## src/rtl/acc_cpu_pkg.sv

```systemverilog
// Shared definitions for the multi-cycle accumulator CPU: opcode values,
// FSM state encoding and small decode helpers.
package acc_cpu_pkg;

  localparam logic [3:0] OP_NOP   = 4'd0;
  localparam logic [3:0] OP_JZ    = 4'd1;
  localparam logic [3:0] OP_IMM   = 4'd2;
  localparam logic [3:0] OP_MOVE  = 4'd3;
  localparam logic [3:0] OP_STORE = 4'd4;
  localparam logic [3:0] OP_LOAD  = 4'd5;
  localparam logic [3:0] OP_ADD   = 4'd6;
  localparam logic [3:0] OP_AND   = 4'd7;
  localparam logic [3:0] OP_OR    = 4'd8;
  localparam logic [3:0] OP_XOR   = 4'd9;
  localparam logic [3:0] OP_SL    = 4'd10;
  localparam logic [3:0] OP_SR    = 4'd11;
  localparam logic [3:0] OP_JMP   = 4'd12;
  localparam logic [3:0] OP_ADDI  = 4'd13;
  localparam logic [3:0] OP_RSVD  = 4'd14;
  localparam logic [3:0] OP_HALT  = 4'd15;

  typedef enum logic [2:0] {
    ST_FETCH,
    ST_DECODE,
    ST_EXEC,
    ST_MEM,
    ST_WB,
    ST_HALT
  } state_t;

  // Width of a register-index field inside the MOVE immediate.
  function automatic int calc_rw(input int nreg);
    return (nreg <= 2) ? 1 : $clog2(nreg);
  endfunction

  // STORE, LOAD and the memory-operand ALU ops all go through the MEM state.
  function automatic logic is_mem_op(input logic [3:0] op);
    return (op >= OP_STORE) && (op <= OP_XOR);
  endfunction

endpackage

```

## src/rtl/acc_cpu_mc_if.sv

```systemverilog
// Instruction and data memory handshake bundle between the CPU (master)
// and the memory instances (slave).
interface acc_cpu_mc_if #(
  parameter int DATA_W = 16
);
  logic              imem_req;
  logic [DATA_W-1:0] imem_addr;
  logic [DATA_W-1:0] imem_rdata;
  logic              imem_ack;
  logic              dmem_req;
  logic              dmem_we;
  logic [DATA_W-1:0] dmem_addr;
  logic [DATA_W-1:0] dmem_wdata;
  logic [DATA_W-1:0] dmem_rdata;
  logic              dmem_ack;

  modport master (
    output imem_req, imem_addr,
    input  imem_rdata, imem_ack,
    output dmem_req, dmem_we, dmem_addr, dmem_wdata,
    input  dmem_rdata, dmem_ack
  );

  modport slave (
    input  imem_req, imem_addr,
    output imem_rdata, imem_ack,
    input  dmem_req, dmem_we, dmem_addr, dmem_wdata,
    output dmem_rdata, dmem_ack
  );
endinterface

```

## src/rtl/acc_cpu_alu.sv

```systemverilog
// Combinational accumulator ALU: produces the new r0 value for every
// opcode that writes the accumulator.
module acc_cpu_alu
  import acc_cpu_pkg::*;
#(
  parameter  int DATA_W = 16,
  localparam int SW     = $clog2(DATA_W)
) (
  input  logic [DATA_W-1:0] acc,
  input  logic [DATA_W-1:0] operand,
  input  logic [3:0]        opcode,
  input  logic [SW-1:0]     shamt,
  output logic [DATA_W-1:0] result
);

  // Result select; anything not listed leaves the accumulator unchanged.
  always_comb begin
    // NOTE: assigning a default before the case keeps every path driven, so no latch is inferred.
    result = acc;
    case (opcode)
      OP_IMM, OP_LOAD:  result = operand;
      OP_ADD, OP_ADDI:  result = acc + operand;
      OP_AND:           result = acc & operand;
      OP_OR:            result = acc | operand;
      OP_XOR:           result = acc ^ operand;
      OP_SL:            result = acc << shamt;
      OP_SR:            result = acc >> shamt;
      default:          result = acc;
    endcase
  end

endmodule

```

## src/rtl/acc_cpu_mc.sv

```systemverilog
// Multi-cycle accumulator CPU: FETCH/DECODE/EXEC/MEM/WB/HALT sequencer,
// register file (r0 acc, r1 offset, r2 sp, r3+ scratch) and program counter.
module acc_cpu_mc
  import acc_cpu_pkg::*;
#(
  parameter int          DATA_W   = 16,
  parameter int          NREG     = 4,
  parameter int unsigned RESET_PC = 0,
  parameter int unsigned PC_STEP  = 1
) (
  input  logic              clk,
  input  logic              rst_n,
  acc_cpu_mc_if.master      bus,
  output logic              halted,
  output logic [DATA_W-1:0] acc_out
);

  localparam int RW = calc_rw(NREG);
  localparam int IW = DATA_W - 4;
  localparam int SW = $clog2(DATA_W);
  localparam logic [DATA_W-1:0] PC_RST = DATA_W'(RESET_PC);
  localparam logic [DATA_W-1:0] PC_INC = DATA_W'(PC_STEP);

  state_t            state, next_state;
  logic [DATA_W-1:0] pc;
  logic [DATA_W-1:0] ir;
  logic [DATA_W-1:0] mdr;
  logic [DATA_W-1:0] regs [NREG];

  logic [3:0]        opcode;
  logic [DATA_W-1:0] imm;
  logic [DATA_W-1:0] ea;
  logic [DATA_W-1:0] pc_seq;
  logic [DATA_W-1:0] alu_operand;
  logic [DATA_W-1:0] alu_result;
  logic [DATA_W-1:0] mv_src;
  logic [RW-1:0]     mv_a, mv_b;
  logic [SW-1:0]     shamt;

  logic              wr_en;
  logic [RW-1:0]     wr_idx;
  logic [DATA_W-1:0] wr_data;

  assign opcode      = ir[DATA_W-1:DATA_W-4];
  assign imm         = {4'b0000, ir[IW-1:0]};
  assign ea          = imm + regs[1];
  assign pc_seq      = pc + PC_INC;
  assign mv_a        = ir[2*RW-1:RW];
  assign mv_b        = ir[RW-1:0];
  assign shamt       = ir[SW-1:0];
  assign mv_src      = (int'(mv_b) < NREG) ? regs[mv_b] : '0;
  assign alu_operand = is_mem_op(opcode) ? mdr : imm;

  assign bus.imem_addr = pc;
  assign halted        = (state == ST_HALT);
  assign acc_out       = regs[0];

  acc_cpu_alu #(.DATA_W(DATA_W)) u_alu (
    .acc     (regs[0]),
    .operand (alu_operand),
    .opcode  (opcode),
    .shamt   (shamt),
    .result  (alu_result)
  );

  // FSM state register.
  always_ff @(posedge clk or negedge rst_n) begin
    // NOTE: sequential state uses non-blocking assignments so every flop samples pre-edge values.
    if (!rst_n) state <= ST_FETCH;
    else        state <= next_state;
  end

  // Next-state decode; acks only count while our own request is up.
  always_comb begin
    next_state = state;
    case (state)
      ST_FETCH:  if (bus.imem_req && bus.imem_ack) next_state = ST_DECODE;
      ST_DECODE: begin
        if (is_mem_op(opcode))      next_state = ST_MEM;
        else if (opcode == OP_HALT) next_state = ST_HALT;
        else                        next_state = ST_EXEC;
      end
      ST_EXEC:   next_state = ST_FETCH;
      ST_MEM:    if (bus.dmem_req && bus.dmem_ack) next_state = ST_WB;
      ST_WB:     next_state = ST_FETCH;
      ST_HALT:   next_state = ST_HALT;
      default:   next_state = ST_FETCH;
    endcase
  end

  // Registered bus requests, held-stable data-access fields, IR and MDR capture.
  always_ff @(posedge clk or negedge rst_n) begin
    if (!rst_n) begin
      bus.imem_req   <= 1'b0;
      bus.dmem_req   <= 1'b0;
      bus.dmem_we    <= 1'b0;
      bus.dmem_addr  <= '0;
      bus.dmem_wdata <= '0;
      ir             <= '0;
      mdr            <= '0;
    end else begin
      bus.imem_req <= (next_state == ST_FETCH);
      bus.dmem_req <= (next_state == ST_MEM);
      bus.dmem_we  <= (next_state == ST_MEM) && (opcode == OP_STORE);
      if (state == ST_DECODE && next_state == ST_MEM) begin
        bus.dmem_addr  <= ea;
        bus.dmem_wdata <= regs[0];
      end
      if (state == ST_FETCH && bus.imem_req && bus.imem_ack) ir  <= bus.imem_rdata;
      if (state == ST_MEM && bus.dmem_req && bus.dmem_ack)   mdr <= bus.dmem_rdata;
    end
  end

  // Program counter: jumps resolve in EXEC, everything else steps sequentially.
  always_ff @(posedge clk or negedge rst_n) begin
    if (!rst_n) begin
      pc <= PC_RST;
    end else if (state == ST_EXEC) begin
      case (opcode)
        OP_JZ:   pc <= (regs[0] == '0) ? imm : pc_seq;
        OP_JMP:  pc <= imm;
        default: pc <= pc_seq;
      endcase
    end else if (state == ST_WB) begin
      pc <= pc_seq;
    end
  end

  // Register-file write port selection for EXEC and WB.
  always_comb begin
    wr_en   = 1'b0;
    wr_idx  = '0;
    wr_data = alu_result;
    if (state == ST_EXEC) begin
      case (opcode)
        OP_IMM, OP_SL, OP_SR, OP_ADDI: wr_en = 1'b1;
        OP_MOVE: begin
          wr_en   = (int'(mv_a) < NREG);
          wr_idx  = mv_a;
          wr_data = mv_src;
        end
        OP_NOP, OP_RSVD, OP_JZ, OP_JMP: wr_en = 1'b0;
        default: wr_en = 1'b0;
      endcase
    end else if (state == ST_WB) begin
      wr_en = (opcode != OP_STORE);
    end
  end

  // Register file.
  always_ff @(posedge clk or negedge rst_n) begin
    // NOTE: this array is a small bank of flops, not a RAM, so it is legal and required to clear it on reset.
    if (!rst_n) begin
      for (int i = 0; i < NREG; i++) regs[i] <= '0;
    end else if (wr_en) begin
      regs[wr_idx] <= wr_data;
    end
  end

endmodule

```

## src/flat_wrapper.sv

```systemverilog
// flat-port wrapper written by rule: the top's interface ports become plain ports
module acc_cpu_mc_flat import acc_cpu_pkg::*;
#(
  parameter int          DATA_W   = 16,
  parameter int          NREG     = 4,
  parameter int unsigned RESET_PC = 0,
  parameter int unsigned PC_STEP  = 1
)
  (clk, rst_n, halted, acc_out, bus_imem_req, bus_imem_addr, bus_imem_rdata, bus_imem_ack, bus_dmem_req, bus_dmem_we, bus_dmem_addr, bus_dmem_wdata, bus_dmem_rdata, bus_dmem_ack);
  acc_cpu_mc_if #(.DATA_W(DATA_W)) bus_i ();
  input  logic clk;
  input  logic rst_n;
  output logic halted;
  output logic [DATA_W-1:0] acc_out;
  output wire logic [$bits(bus_i.imem_req)-1:0] bus_imem_req;
  output wire logic [$bits(bus_i.imem_addr)-1:0] bus_imem_addr;
  input wire logic [$bits(bus_i.imem_rdata)-1:0] bus_imem_rdata;
  input wire logic [$bits(bus_i.imem_ack)-1:0] bus_imem_ack;
  output wire logic [$bits(bus_i.dmem_req)-1:0] bus_dmem_req;
  output wire logic [$bits(bus_i.dmem_we)-1:0] bus_dmem_we;
  output wire logic [$bits(bus_i.dmem_addr)-1:0] bus_dmem_addr;
  output wire logic [$bits(bus_i.dmem_wdata)-1:0] bus_dmem_wdata;
  input wire logic [$bits(bus_i.dmem_rdata)-1:0] bus_dmem_rdata;
  input wire logic [$bits(bus_i.dmem_ack)-1:0] bus_dmem_ack;
  assign bus_imem_req = bus_i.imem_req;
  assign bus_imem_addr = bus_i.imem_addr;
  assign bus_i.imem_rdata = bus_imem_rdata;
  assign bus_i.imem_ack = bus_imem_ack;
  assign bus_dmem_req = bus_i.dmem_req;
  assign bus_dmem_we = bus_i.dmem_we;
  assign bus_dmem_addr = bus_i.dmem_addr;
  assign bus_dmem_wdata = bus_i.dmem_wdata;
  assign bus_i.dmem_rdata = bus_dmem_rdata;
  assign bus_i.dmem_ack = bus_dmem_ack;
  acc_cpu_mc #(.DATA_W(DATA_W), .NREG(NREG), .RESET_PC(RESET_PC), .PC_STEP(PC_STEP)) u_core (.clk(clk), .rst_n(rst_n), .bus(bus_i), .halted(halted), .acc_out(acc_out));
endmodule
```

## config.mk

```make
export PLATFORM = sky130hd
export DESIGN_NAME = acc_cpu_mc_flat
export DESIGN_NICKNAME = d
export VERILOG_FILES = /design/src/rtl/acc_cpu_pkg.sv /design/src/rtl/acc_cpu_mc_if.sv /design/src/rtl/acc_cpu_alu.sv /design/src/rtl/acc_cpu_mc.sv /design/src/flat_wrapper.sv
export SDC_FILE = /design/constraint.sdc
export NUM_CORES = 1
export LEC_CHECK = 0
export CORE_MARGIN = 2
export CORE_UTILIZATION = 50
export CTS_BUF_LIST = sky130_fd_sc_hd__clkbuf_8
export DETAILED_ROUTE_END_ITERATION = 10
export PLACE_DENSITY = 0.75
export SYNTH_ARGS = -nofsm -noshare
export SYNTH_HDL_FRONTEND = slang
export SYNTH_SLANG_ARGS = --single-unit
```

## constraint.sdc

```tcl
create_clock -name clk -period 3.25 [get_ports clk]
set_clock_uncertainty 0.1 [all_clocks]
set_input_delay 0.325 -clock clk [delete_from_list [all_inputs] [get_ports clk]]
set_output_delay 0.325 -clock clk [all_outputs]
set_load 0.01 [all_outputs]
```

==> impl_metrics.ini, run 1 <==
[floorplanning]
core_area_sq_mm = 0.0219
die_area_sq_mm = 0.0236
rows = 54
start_util = 0.511
die_w_microns = 154
io_pins = 104
die-height_microns = 154

[cts]
cts_sinks = 150
cts_buffers = 17
cts_tree = yes
clk_latency_ps = 490
clockBufferDepth = 2
cts_root_buf = clkbuf_8
htreeDepth = 4
path_clk_slew_ps = 120

[synth]
syn_avg_cell_area_sq_um = 9.19
synth_top_cell_by_area = dfrtp_1
synth_edf_count = 0
yosys-top-cells-area = dfrtp_1 (34%), mux2_2 (5.9%), ha_1 (5.0%)
synth_cells = 1216
synth_cell_types = 90
yosys_most_used_dff = dfrtp_1
yosysMostFrequentCell = dfrtp_1
synthTopCellsByCount = dfrtp_1 (150), nand2_1 (144), o21ai_0 (110)
yosys_register_bits = 150
yosysTopAreaCellShare = 0.336
synth_area_sq_mm = 0.0112
synth_seq_area_share = 0.336
async_reset_ff_frac = 1.00
synthesis.nets = 1299
yosysWarnings = 0

[sta]
slew_headroom = 0.556
whs_ps = 300
slew_viol_final = 0
grt_setup_unrepaired = yes
final.min_clock_period_ps = 3370
worstMarginPinSlew_ps = 666
final-hold-violation-count = 0
fin_tns_setup_ps = -373
fmax_mhz = 297
finalWorstSetupSlack_ps = -117
period_share = 1.04
setup_viol = 5

[finish]
layout.nets = 1405
area_delta_synth_final_pct = 18.5
nFillCells = 1932
multi_input_area_sq_mm = 0.00666
seq_area_sq_mm = 0.00376
layout-drive-gt1-share = 0.203

[routing]
drt_iter0_markers = 958
wl_microns = 38700
drt-wirelength-per-cell_microns = 23.9
drtAntennaViolNets = 0
drc = 0
drt_pass1_iterations = 6
vias_per_cell = 6.38
vias = 10300

[power]
finalPower_uw = 14600
p_leak_uw = 0.00576
ir_worst_vdd_mv = 0.477
power_density_mw_per_mm2 = 1100

[worst_setup_path]
crit_buf_inv = 3
worstSetupEndpointType = flop
crit_fanout = 7
r2r_setup_slack_ps = -120
start_kind = flop
path_cells = or3b_4, o21ai_4, buf_6, mux2_4, inv_2, ha_4, and3_4, a221oi_4, buf_4, o2111ai_2, a41o_1, o21a_1, o31a_1
crit_type = reg -> reg
cp_top_family = compound AO/OA/AOI/OAI gates
critPathMaxStageDelay_ps = 420
cp.required_ps = 3550
arrival_ps = 3660
slowest_stage = or3b_4

[worst_hold_path]
hp-class = in -> async

[global_route]
antenna_found_initial = 3
grt_max_degree = 71
grt_use_total = 0.325
grt_overflow_total = 0
grt_pass1_wl_microns = 58800
grt_pass1_vias = 9741

[flow_run]
maxCapViolCount = 0

[place]
place.gp.congestion = 0.965
portBuffers = 103
pre_cts_ws_ps = -64.1
dp_hpwl_microns = 28700

[run_status]
status = finished, violations left
violations = setup timing
[placed cells by master, fill, tap and decap left out, types with 8 or more instances in the layout]
master           Yosys  routed
mux2_2              59      58
clkbuf_8             4      17
nand2_1            144     144
clkdlybuf4s50_1      0     102
nand3_1             30      30
mux4_2              25      25
nor2b_1             13      12
ha_1                45      41
inv_1               49      49
a211oi_1            14       9
nand2b_1            13      13
o21ai_1             11      12
dfrtp_1            150     147
o22ai_1             16      16
a21oi_1             72      68
buf_4               22      92
xnor2_1             19      18
a22oi_1             19      19
and3_1              17      16
nor3_1              11      11
a21o_1              17      17
o31ai_1              8       8
mux2i_1             38      38
nor2_1              68      68
o21ai_0            110     108
[cells by family (layout without fill, tap and decap cells)]
| logic type | Yosys count | after routing | share of synthesized area |
|---|---|---|---|
| AO/OA/AOI/OAI | 357 | 357 | 0.207 |
| AND/OR/NAND/NOR | 343 | 343 | 0.147 |
| buffers and inverters | 167 | 286 | 0.0850 |
| flip-flops | 150 | 150 | 0.336 |
| multiplexers | 125 | 125 | 0.150 |
| adder cells (fa/ha/maj) | 47 | 47 | 0.0540 |
| XOR/XNOR | 27 | 27 | 0.0212 |
| other | 0 | 1 | 0 |
[worst paths after layout]
check                                        start                      end  depth (start not counted)
max                                  u_core.ir[13]       u_core.acc_out[15]                         13
min                                          rst_n  u_core.bus.dmem_addr[8]                          2
max reg2reg                          u_core.ir[13]       u_core.acc_out[15]                         13
min reg2reg                u_core.bus.dmem_addr[4]  u_core.bus.dmem_addr[4]                          2
max in group asynchronous                    rst_n           u_core.mdr[13]                          3
min in group clk                bus_imem_rdata[15]            u_core.ir[15]                          3
[where the power goes]
part | total (uW) | switching (uW) | leakage (uW) | internal [uW]
clock network | 1750 | 880 | 0.000231 | 871
logic | 9540 | 5350 | 0.00354 | 4190
registers | 3320 | 776 | 0.00199 | 2540
[repair_timing]
| item | 4_1_cts | 5_1_grt |
|---|---|---|
| setup endpoints to repair | 9 | 19 |
| endpoints found under the hold margin | 68 | 0 |
| pin swaps | 15 | 24 |
| hold buffers | 1 | 0 |
| buffers inserted | 1 | 3 |
| gates resized for setup | 7 | 21 |
[layer usage]
metal	wire, microns	part of all wire	track usage	vias to the layer above
li1	-	-	-	4618
met1	16700	0.43	0.462	5026
met2	17400	0.45	0.508	561
met3	3130	0.081	0.0521	95
met4	1370	0.036	0.114	2
met5	16	0.00041	0	-
[worst reg2reg max path, stage by stage, from the launching register on]
cell       delay (ps)
dfrtp_1           390
or3b_4            420
o21ai_4           140
buf_6             180
mux2_4            310
inv_2              80
ha_4              200
and3_4            150
a221oi_4          400
buf_4             190
o2111ai_2         110
a41o_1            250
o21a_1            160
o31a_1            230
[registers in the layout, indices dropped and copies added (netlist names), 3 cells and up]
signal	count
u_core.regs	48
u_core.acc_out	16
u_core.bus.dmem_addr	16
u_core.bus.dmem_wdata	16
u_core.bus.imem_addr	16
u_core.ir	16
u_core.mdr	16
u_core.state	3
[through the flow]
stage | area [sq um] | std cells | util
6_report | 13200 | 1616 | 0.605
4_1_cts | 13100 | 1612 | 0.598
2_1_floorplan | 11200 | 1216 | -
3_3_place_gp | 12600 | 1578 | 0.574
3_5_place_dp | 12600 | 1578 | 0.574
5_1_grt | 13200 | 1616 | 0.605
[area by class of cell]
class                      count  area share
multi-input combinational    899       0.503
sequential                   150       0.284
timing repair buffer         200       0.136
tap                          280      0.0265
clock inverter                15      0.0178
clock buffer                  17      0.0177
inverter                      54      0.0153
antenna                        1    0.000189
Power figures use the tool's default switching activity.
==> run 2, diff against run 1 <==
RECOVER_POWER = 50   (was not set)
==> impl_metrics.ini, run 2 (same netlist as run 1, synthesis figures left out) <==
[run_status]
status = finished, violations left
violations = capacitance limit, slew limit, setup timing

[sta]
slew_viol_final = 71
final-hold-violation-count = 0
grt_setup_unrepaired = yes
final.min_clock_period_ps = 3360
fmax_mhz = 298
worstMarginPinSlew_ps = 1740
slew_headroom = -0.160
finalWorstSetupSlack_ps = -109
setup_viol = 5
whs_ps = 305
period_share = 1.03

[routing]
drt_iter0_markers = 1027
drc = 0
vias_per_cell = 6.37
drt_pass1_iterations = 5
wl_microns = 38600
drt-wirelength-per-cell_microns = 23.9
drtAntennaViolNets = 0
vias = 10300

[worst_setup_path]
rr_worst_depth = 13
cp.required_ps = 3550
r2r_setup_slack_ps = -110
r2r_start = u_core.ir[13]
arrival_ps = 3660
crit_type = reg -> reg
worstSetupEndpointType = flop
crit_fanout = 7
start_kind = flop
r2r_end = u_core.acc_out[15]

[place]
dp_hpwl_microns = 28700
post-place-cells = 1578
dpl_cell_area_sq_mm = 0.0126
place.gp.congestion = 0.965
portBuffers = 103

[power]
power.switching_uw = 6980
p_comb_frac = 0.653
power.share.clock = 0.120
finalPower_uw = 14600
ir_worst_vdd_mv = 0.475
p_leak_uw = 0.00576
seqPwrFrac = 0.227
power_density_mw_per_mm2 = 1100
p_int_uw = 7580
swShare = 0.479

[cts]
htreeDepth = 4
path_clk_slew_ps = 120
clockBufferDepth = 2
cts_root_buf = clkbuf_8
cts_sinks = 150
cts_buffers = 17
clk_latency_ps = 500
cts_tree = yes

[global_route]
grt_max_degree = 71
antenna_found_initial = 3
grt_pass1_wl_microns = 58800
grt_use_total = 0.325
grt_overflow_total = 0
grt_pass1_vias = 9741

[finish]
regMostFlops = u_core.regs
layout_common_cells = dfrtp_1 (147), nand2_1 (144), o21ai_0 (108)
final_area_sq_mm = 0.0132
final_cells = 1616
layout.nets = 1405
area_delta_synth_final_pct = 18.1
layout-drive-gt1-share = 0.201
largest_register_ffs = 48
finish.utilization = 0.603
final_common_cell = dfrtp_1

[worst_hold_path]
min_to = u_core.ir[15]
min_path_cells = 3
hp-class = in -> reg
min_from = bus_imem_rdata[15]

[floorplanning]
die_area_sq_mm = 0.0236
core_area_sq_mm = 0.0219
io_pins = 104
die-height_microns = 154
die_w_microns = 154
rows = 54
start_util = 0.511

[flow_run]
maxCapViolCount = 1
-- run 2: how the worst max path moves through the flow --
stage | startpoint | end | slack [ps] | cells past startpoint
final | u_core.ir[13] | u_core.acc_out[15] | -110 | 13
after global placement | u_core.ir[14] | u_core.acc_out[7] | -40 | 13
after CTS | u_core.ir[14] | u_core.acc_out[11] | -20 | 12
after global routing | u_core.ir[13] | u_core.acc_out[15] | -210 | 14
after floorplan | u_core.ir[14] | u_core.acc_out[15] | -3 | 14
after detailed placement | u_core.ir[14] | u_core.acc_out[14] | -60 | 12
-- run 2: critical path, cell delays in order, from the launching register on --
cell,delay [ps]
dfrtp_1,390
or3b_4,420
o21ai_4,130
buf_6,170
mux2_4,310
inv_2,80
ha_4,200
and3_4,150
a221oi_4,400
buf_4,190
o2111ai_2,110
a41o_1,250
o21a_1,160
o31a_1,230
-- run 2: timing repair --
action,CTS,global route
setup endpoints to repair,9,19
hold buffers,1,0
pin swaps,15,24
gates resized for setup,7,21
setup buffers,1,3
hold endpoints to repair,68,0
-- run 2: metrics by stage --
stage | setup slack, ps | TNS [ps]
after CTS | -19.2 | -49.1
final | -109 | -291
after detailed placement | -64.1 | -209
after global routing | -211 | -1530
after floorplan | -3.02 | -5.65
after global placement | -38.7 | -98.9
-- run 2: cell type report --
type / count / area [sq um]
flip-flops and latches: 150 / 3760
inverters: 54 / 203
well taps: 280 / 350
fillers: 1941 / 8690
repair buffers: 200 / 1770
clock inverters: 15 / 235
multi-input cells: 899 / 6650
clock buffers: 17 / 234
diodes: 1 / 2.50
-- run 2: power by group through the flow --
stage | sequential [uW] | clock (uW) | combinational, uW
finish | 3310 | 1750 | 9500
global route | 3380 | 1830 | 10100
CTS | 3280 | 1760 | 9050
detailed placement | 3320 | 0 | 8910
global placement | 3290 | 0 | 8860
floorplan | 3110 | 0 | 5850
-- run 2: layer usage --
layer	track usage	wire, microns
met3	0.0521	3300
met2	0.508	17300
met5	0	16
met4	0.114	1390
met1	0.462	16600
